==> src/rtl/read_config_splitter_pkg.sv <==
// Shared config-path definitions: bus widths, read-splitter target type,
// default address map and the out-of-bounds read filler value.
package read_config_splitter_pkg;

  localparam int AXI_ADDR_BITS  = 32;
  localparam int AXIL_DATA_BITS = 32;

  localparam int RD_CFG_NUM_CONFIGS = 3;
  localparam int RD_CFG_TGT_BITS    = $clog2(RD_CFG_NUM_CONFIGS + 1);

  // Target index; the value RD_CFG_NUM_CONFIGS marks an out-of-bounds address.
  typedef logic [RD_CFG_TGT_BITS-1:0] rd_cfg_tgt_t;

  // Ascending range bounds, index 0 is the lowest (always 0).
  localparam logic [RD_CFG_NUM_CONFIGS:0][AXI_ADDR_BITS-1:0] RD_CFG_DEFAULT_BOUNDS =
    {32'd64, 32'd48, 32'd16, 32'd0};

  localparam logic [AXIL_DATA_BITS-1:0] RD_CFG_OOB_DATA = 32'hDEADBEEF;

endpackage

==> src/rtl/read_config_decode.sv <==
// Address-range decoder: picks the config port owning an address and
// returns the address relative to that port's base. Purely combinational
// so the write splitter can reuse it.
module read_config_decode
  import read_config_splitter_pkg::*;
#(
  parameter int NUM_CONFIGS = RD_CFG_NUM_CONFIGS,
  parameter logic [NUM_CONFIGS:0][AXI_ADDR_BITS-1:0] BOUNDS = RD_CFG_DEFAULT_BOUNDS,
  parameter int TGT_W = $clog2(NUM_CONFIGS + 1)
) (
  input  logic [AXI_ADDR_BITS-1:0] addr_i,
  output logic [TGT_W-1:0]         tgt_o,
  output logic [AXI_ADDR_BITS-1:0] rel_addr_o
);

  // Walk ranges from the top down so the lowest range whose upper bound
  // exceeds the address wins; with B[0]=0 no lower compare is needed.
  always_comb begin
    tgt_o      = TGT_W'(NUM_CONFIGS);
    rel_addr_o = '0;
    for (int i = NUM_CONFIGS - 1; i >= 0; i--) begin
      if (addr_i < BOUNDS[i+1]) begin
        tgt_o      = TGT_W'(i);
        rel_addr_o = addr_i - BOUNDS[i];
      end
    end
  end

endmodule

==> src/rtl/read_config_splitter.sv <==
// Read-config splitter: routes host reads to per-block config responders by
// address range and merges their replies back in request order. Only one
// target may be in flight at a time, which keeps replies ordered without a
// reorder buffer.
module read_config_splitter
  import read_config_splitter_pkg::*;
#(
  parameter int NUM_CONFIGS = RD_CFG_NUM_CONFIGS,
  parameter logic [NUM_CONFIGS:0][AXI_ADDR_BITS-1:0] ADDR_SPACE_BOUNDS = RD_CFG_DEFAULT_BOUNDS,
  parameter int MAX_OUTSTANDING = 4,
  parameter logic [AXIL_DATA_BITS-1:0] OOB_DATA = RD_CFG_OOB_DATA
) (
  input  logic                                          clk,
  input  logic                                          rst,
  input  logic                                          in_req_valid,
  output logic                                          in_req_ready,
  input  logic [AXI_ADDR_BITS-1:0]                      in_req_addr,
  output logic                                          in_rsp_valid,
  output logic [AXIL_DATA_BITS-1:0]                     in_rsp_data,
  output logic                                          in_rsp_err,
  output logic [NUM_CONFIGS-1:0]                        out_req_valid,
  input  logic [NUM_CONFIGS-1:0]                        out_req_ready,
  output logic [NUM_CONFIGS-1:0][AXI_ADDR_BITS-1:0]     out_req_addr,
  input  logic [NUM_CONFIGS-1:0]                        out_rsp_valid,
  input  logic [NUM_CONFIGS-1:0][AXIL_DATA_BITS-1:0]    out_rsp_data
);

  localparam int TGT_W = $clog2(NUM_CONFIGS + 1);
  localparam int CNT_W = $clog2(MAX_OUTSTANDING + 1);
  localparam logic [TGT_W-1:0] TGT_OOB = TGT_W'(NUM_CONFIGS);

  logic [TGT_W-1:0]                          dec_tgt;
  logic [AXI_ADDR_BITS-1:0]                  dec_rel;

  logic [CNT_W-1:0]                          cnt_q, cnt_d;
  logic [TGT_W-1:0]                          cur_tgt_q, cur_tgt_d;
  logic [NUM_CONFIGS-1:0]                    req_vld_q, req_vld_d;
  logic [NUM_CONFIGS-1:0][AXI_ADDR_BITS-1:0] req_addr_q, req_addr_d;
  logic                                      rsp_vld_q, rsp_vld_d;
  logic [AXIL_DATA_BITS-1:0]                 rsp_data_q, rsp_data_d;
  logic                                      rsp_err_q, rsp_err_d;

  logic [NUM_CONFIGS-1:0]                    cur_mask;
  logic [AXIL_DATA_BITS-1:0]                 cur_rsp_data;
  logic                                      rsp_hit, stray, slot_free;
  logic                                      accept, acc_oob;

  read_config_decode #(
    .NUM_CONFIGS (NUM_CONFIGS),
    .BOUNDS      (ADDR_SPACE_BOUNDS),
    .TGT_W       (TGT_W)
  ) u_decode (
    .addr_i     (in_req_addr),
    .tgt_o      (dec_tgt),
    .rel_addr_o (dec_rel)
  );

  // One-hot of the port whose replies are currently expected, plus its data.
  always_comb begin
    cur_mask     = '0;
    cur_rsp_data = '0;
    for (int i = 0; i < NUM_CONFIGS; i++) begin
      if (cnt_q != '0 && cur_tgt_q == TGT_W'(i)) begin
        cur_mask[i]  = 1'b1;
        cur_rsp_data = out_rsp_data[i];
      end
    end
  end

  assign rsp_hit   = |(out_rsp_valid & cur_mask);
  assign stray     = |(out_rsp_valid & ~cur_mask);
  // A pending downstream request blocks a new one unless it leaves this cycle.
  assign slot_free = ~|(req_vld_q & ~out_req_ready);

  assign in_req_ready = (cnt_q < CNT_W'(MAX_OUTSTANDING))
                     && (cnt_q == '0 || dec_tgt == cur_tgt_q)
                     && slot_free;
  assign accept  = in_req_valid && in_req_ready;
  assign acc_oob = accept && (dec_tgt == TGT_OOB);

  // Next-state: request slot, current target, outstanding count, response.
  always_comb begin
    req_vld_d  = req_vld_q & ~out_req_ready;
    req_addr_d = req_addr_q;
    cur_tgt_d  = cur_tgt_q;
    cnt_d      = cnt_q;
    rsp_vld_d  = 1'b0;
    rsp_data_d = rsp_data_q;
    rsp_err_d  = rsp_err_q;

    if (accept) begin
      cur_tgt_d = dec_tgt;
      for (int i = 0; i < NUM_CONFIGS; i++) begin
        if (dec_tgt == TGT_W'(i)) begin
          req_vld_d[i]  = 1'b1;
          req_addr_d[i] = dec_rel;
        end
      end
    end

    // rsp_hit needs cnt>0 with a real target; an OOB accept needs cnt==0 or
    // an OOB target, so the two never coincide.
    if (rsp_hit) begin
      rsp_vld_d  = 1'b1;
      rsp_data_d = cur_rsp_data;
      rsp_err_d  = 1'b0;
    end else if (acc_oob) begin
      rsp_vld_d  = 1'b1;
      rsp_data_d = OOB_DATA;
      rsp_err_d  = 1'b1;
    end

    // An OOB read is accepted and answered in the same step, so it never
    // occupies a slot.
    unique case ({accept && !acc_oob, rsp_hit})
      2'b10:   cnt_d = cnt_q + CNT_W'(1);
      2'b01:   cnt_d = cnt_q - CNT_W'(1);
      default: cnt_d = cnt_q;
    endcase
  end

  // State registers with synchronous reset.
  always_ff @(posedge clk) begin
    if (rst) begin
      cnt_q      <= '0;
      cur_tgt_q  <= '0;
      req_vld_q  <= '0;
      req_addr_q <= '0;
      rsp_vld_q  <= 1'b0;
      rsp_data_q <= '0;
      rsp_err_q  <= 1'b0;
    end else begin
      cnt_q      <= cnt_d;
      cur_tgt_q  <= cur_tgt_d;
      req_vld_q  <= req_vld_d;
      req_addr_q <= req_addr_d;
      rsp_vld_q  <= rsp_vld_d;
      rsp_data_q <= rsp_data_d;
      rsp_err_q  <= rsp_err_d;
    end
  end

  // Flag downstream replies nobody is waiting for; they are dropped.
  always_ff @(posedge clk) begin
    if (!rst) begin
      assert (!stray) else $warning("read_config_splitter: stray downstream response dropped");
    end
  end

  assign out_req_valid = req_vld_q;
  assign out_req_addr  = req_addr_q;
  assign in_rsp_valid  = rsp_vld_q;
  assign in_rsp_data   = rsp_data_q;
  assign in_rsp_err    = rsp_err_q;

endmodule

==> config.mk <==
export PLATFORM = sky130hd
export DESIGN_NAME = read_config_splitter
export DESIGN_NICKNAME = d
export VERILOG_FILES = /design/src/rtl/read_config_splitter_pkg.sv /design/src/rtl/read_config_decode.sv /design/src/rtl/read_config_splitter.sv
export SDC_FILE = /design/constraint.sdc
export NUM_CORES = 1
export LEC_CHECK = 0
export ABC_AREA = 1
export CORE_ASPECT_RATIO = 2
export CORE_UTILIZATION = 44
export DETAILED_ROUTE_END_ITERATION = 6
export PLACE_DENSITY = 0.91
export SETUP_SLACK_MARGIN = 0.3
export SLEW_MARGIN = 15
export SYNTH_ARGS = -nofsm -noshare
export SYNTH_HDL_FRONTEND = slang
export SYNTH_SLANG_ARGS = --single-unit
==> constraint.sdc <==
create_clock -name clk -period 6 [get_ports clk]
set_clock_uncertainty 0.15 [all_clocks]
set_input_delay 1.2 -clock clk [delete_from_list [all_inputs] [get_ports clk]]
set_output_delay 1.2 -clock clk [all_outputs]
set_load 0.05 [all_outputs]
# Word level (Yosys, flattened, before mapping)
# Cells that the tools add are included.
# classes
n_mux	21
n_reduce_logical	23
n_bitwise	3
magnitude_cmp	4
add_sub_neg	4
n_eq_ne	8
# op_table
op	count
two-way mux 32 bit	8
less-than comparator 32 x 5 -> 1 bit, second input constant	1
less-than comparator 32 x 6 -> 1 bit, second input constant	1
less-than comparator 32 x 7 -> 1 bit, second input constant	1
subtractor 32 x 5 -> 32 bit, second input constant	1
subtractor 32 x 6 -> 32 bit, second input constant	1
two-way mux 1 bit	9
equality test 2 bit, second input constant	4
logical AND 1 bit	8
bitwise AND 3 bit	2
equality test 2 x 1 -> 1 bit, second input constant	3
case mux 3 bit (2 select lines)	1
AND reduction 2 bit	3
OR reduction 3 bit	2
logical NOT 2 bit	2
two-way mux 2 bit	2
nonzero test 2 bit	2
OR reduction 4 bit	1
adder 3 x 1 -> 3 bit, second input constant	1
logical NOT 3 bit	1
less-than comparator 3 bit, second input constant	1
two-way mux 3 bit	1
inverter 3 bit	1
nonzero test 3 bit	1
4 further kinds	5
# word_totals
ff_bits	138
in_bits	137
output_inout_bits	134

# Logic depth before layout (Yosys ltp)
# Gate-level depths: netlist of the first run.
# depth
ltp_word	14
mapped_depth	22
ltp_nobuf	20

# Modules after synthesis
# From an unflattened synthesis of the first run, not the netlist that was laid out.
# hier_totals
cells_unflattened	945
area_unflattened_um2	6560.0
# by_module_without_submodules
mod	seq_area_each_um2	cells_per_inst	area_each_um2	n_inst
read_config_splitter	2762.6	826	5880.6	1
read_config_decode	0.0	119	679.4	1

# Worst setup path before layout of the first run
# Ideal clock, no wire load.
# synth_path
path_kind	input port to output port
startpoint	in in_req_addr[4]
endpoint	out in_req_ready
path_slack_ns	2.056
path_buffers	2
t_required_ns	4.650
path_stages	12
arrival_ns	2.594
cell_sequence	inv_1 ha_1 nand2_1 nor3_1 nand2_2 nand2_2 nand2_2 nand2_2 nand2_4 a21boi_4 buf_6 buf_8
# synth_via
elab_chain_len	8
elab_cells_between_ends	10
classes_between	order compare (3); eq/ne (1); mux (3); reduce/logical (3)
# synth_lines
item	line_no	rtl
from (decl)	read_config_splitter.sv:17	input logic [AXI_ADDR_BITS-1:0] in_req_addr,
less-than comparator 32 x 7 -> 1 bit	read_config_decode.sv:22	if (addr_i < BOUNDS[i+1]) begin
two-way mux 1 bit	read_config_decode.sv:22	
two-way mux 2 bit	read_config_decode.sv:22	
two-way mux 2 bit *	read_config_decode.sv:22	
equality test 2 bit *	read_config_splitter.sv:76	&& (cnt_q == '0 || dec_tgt == cur_tgt_q)
logical OR 1 bit *	read_config_splitter.sv:76	
logical AND 1 bit *	read_config_splitter.sv:76	
logical AND 1 bit *	read_config_splitter.sv:77	&& slot_free;
to (decl)	read_config_splitter.sv:16	output logic in_req_ready,
# Mark *: on every way between the ends. The rest lies on a longest branch, timed or not.

# Worst setup path after layout of the first run
# Ends and elaborated chain as after synthesis.

==> metrics.md, run 1 <==
| Metric | Value |
|---|---|
| Count of antenna diodes in the layout | `0` |
| Critical path launch point type | `input pin` |
| # IOs | `271` |
| Synth top area cells | `dfxtp_1 (49%), nand2_1 (12%), a21oi_1 (4.2%)` |
| Max Slew Vio Count | `0` |
| Resized Gates After CTS | `0` |
| TNS Setup | `0 ns` |
| Place WS | `0.891 ns` |
| Gr usage total | `0.268` |
| Post-layout instance count excluding filler cells | `1,127` |
| Root Buffer Master | `clkbuf_16` |
| Die W | `82.2 µm` |
| Min Tclk post-route | `5.13 ns` |
| Final wirelength | `17,400 µm` |
| Pin count of the biggest net entering global routing | `78` |
| Residual DRC | `0` |
| Maximum vdd drop | `0.209 mV` |
| CTS max path bufs | `2` |
| Period utilisation layout | `0.855` |
| Initial drt markers | `403` |
| H-tree depth | `4` |
| Hold path cells | `2` |
| Setup repair bufs after CTS | `0` |
| Critical Path AT | `3.78 ns` |
| Final core utilization | `0.712` |
| IO Port Bufs | `270` |
| Crit-path max FO | `5` |
| Drt via density | `5.15` |
| Nets | `1,107` |
| Final WS setup | `0.870 ns` |
| Final setup violation count | `0` |
| Most frequent cell after synthesis | `nand2_1` |
| Mapped Area | `0.00565 mm²` |
| Cts hold-fix bufs | `0` |
| Antenna-violating nets left | `0` |
| EDFF count, synth | `0` |
| Total congestion overflow | `0` |
| Fmax | `195 MHz` |
| Clock slew seen by the registers of the worst setup and hold paths | `0.06 ns` |
| Req. time, crit path | `4.65 ns` |
| Gpl congestion | `0.956` |
| Number of global-route vias before repair | `5,598` |
| DP HPWL | `12,900 µm` |
| Leakage | `3.56 nW` |
| Syn. warnings | `0` |
| Placed insts | `1,097` |
| Via count | `5,802` |
| Placed inst area | `0.00835 mm²` |
| DR WL/cell | `15.4 µm` |
| CTS tree | `done` |
| Relative slew margins | `0.407` |
| Endpoint type of the worst setup path | `output pin` |
| CORE AREA | `0.0126 mm²` |
| Commonest cells in the netlist | `nand2_1 (185), dfxtp_1 (138), inv_1 (63), nor2_1 (57), a21oi_1 (48)` |
| Synthesized Nets | `859` |
| Multi-input gate area | `0.00241 mm²` |
| CTS sink cnt | `138` |
| Status | `completed` |
| Pre-antenna DRT Iters | `5` |
| Initial antenna violation count | `0` |
| Fin area | `0.00894 mm²` |
| Reg area | `0.00276 mm²` |
| Worst setup path class | `in2out` |
| Max Cap Violations | `0` |
| FP Rows | `58` |
| Area Growth Syn to Fin | `58.2%` |
| Post-Syn Instances | `718` |
| Clock Latency Late Sink | `0.41 ns` |
| RSZ-0062 raised after global routing | `false` |
| Die H | `162 µm` |
| Async S/R FF share, synth | `0` |
| Overall power | `2.21 mW` |
| Hold Crit Class | `reg2reg` |
| First-pass GRT wire length | `26,800 µm` |
| #FFs+latches synth | `138` |
| Initial core utilization | `0.450` |
| Top cell type's share of synthesized area | `0.489` |
| Leading area contributor after synthesis | `dfxtp_1` |
| Area of the die | `0.0133 mm²` |
| Most used DFF post-synth | `dfxtp_1` |
| Num CTS Buffers | `17` |
| Filler cells | `940` |
| Post-synthesis area per instance | `7.87 µm²` |
| PwrDens | `248 mW/mm²` |
| Proportion of layout cells with a drive suffix above 1 | `0.0768` |
| Path depth of the worst reg2reg path | `13` |
| Sequential area share after synthesis | `0.489` |
| Hold_ws | `0.286 ns` |
| Worst slew pin tran | `0.887 ns` |
| Endpoints failing hold | `0` |
| Synth cell types | `33` |
-- flip-flops by register name, summed over array words and instances (netlist names) --
register / count
out_req_addr: 96
cur_tgt_q: 2
cnt_q: 3
out_req_valid: 3
in_rsp_data: 32
in_rsp_valid: 1
in_rsp_err: 1
-- report_power, final --
part	switching (mW)	internal (mW)
clock network	0.395	0.662
registers	0.00854	0.931
logic	0.107	0.111
total	0.510	1.70
-- cells in the final DEF (no fill, tap or decap), types with 2 or more instances in the layout --
master | Yosys | final
o21ai_1 | 20 | 20
bufinv_16 | 0 | 3
and3_1 | 25 | 25
clkinv_2 | 1 | 3
o211ai_1 | 7 | 7
clkbuf_1 | 26 | 2
nor3_1 | 7 | 4
nand4_2 | 6 | 6
dfxtp_1 | 138 | 138
nand3_1 | 20 | 20
a21oi_2 | 10 | 10
ha_1 | 3 | 3
nand2_1 | 185 | 185
nor3_2 | 0 | 3
clkbuf_16 | 0 | 17
nand4_1 | 15 | 15
o21ai_0 | 13 | 13
a21oi_1 | 48 | 48
buf_4 | 5 | 7
nor2_2 | 8 | 8
clkinv_4 | 0 | 4
nor2_1 | 57 | 57
clkdlybuf4s50_1 | 0 | 269
a41oi_1 | 24 | 24
nand2_2 | 8 | 8
inv_1 | 63 | 63
nand2_4 | 2 | 2
a221o_1 | 5 | 5
-- logic make-up after synthesis --
kind of cell,share of synthesized area
compound gates,0.147
fa+ha+maj,0.0102
flops,0.489
simple gates,0.266
buf+inv,0.0876
-- final cells by class --
type                            instances  share of cell area
Tap cell                              150              0.0210
Timing Repair Buffer                  276               0.307
Sequential cell                       138               0.309
Inverter                               65              0.0274
Clock inverter                         10              0.0161
Multi-Input combinational cell        468               0.270
Clock buffer                           20              0.0500
-- final timing paths --
path | startpoint | end | slack (ns)
min | out_req_addr[52] | out_req_addr[52] | 0.29
max | in_req_addr[4] | in_req_ready | 0.87
max reg2reg | cur_tgt_q[0] | cnt_q[2] | 2.94
min reg2reg | out_req_addr[52] | out_req_addr[52] | 0.29
-- worst max-delay path, stage by stage --
cell	delay [ns]
clkdlybuf4s50_1	0.53
inv_1	0.11
ha_1	0.23
nand2_1	0.12
inv_1	0.05
nand2_1	0.09
nor2_2	0.07
nor2_1	0.18
nand2_1	0.10
nand2_2	0.09
nand2_4	0.07
a21boi_4	0.12
clkdlybuf4s50_1	0.82
-- routing by layer --
metal | vias to the layer above | track usage | wire [µm]
li1 | 2857 | - | -
met1 | 2658 | 0.263 | 6170
met2 | 231 | 0.488 | 9580
met3 | 56 | 0.0629 | 804
met4 | 0 | 0.155 | 822
met5 | - | 0 | 0
No activity file was read; power rests on OpenSTA's default activity.
==> run 2, diff against run 1 <==
Settings changed: GPL_ROUTABILITY_DRIVEN set to 1.
==> results of run 2 <==
Same layout as run 1: the final DEF is identical, and so are final timing and power.
==> run 3, diff against run 2 <==
Settings changed: ABC_CLOCK_PERIOD_IN_PS set to 6000.
==> results of run 3 <==
Same layout as run 1: the final DEF is identical, and so are final timing and power.
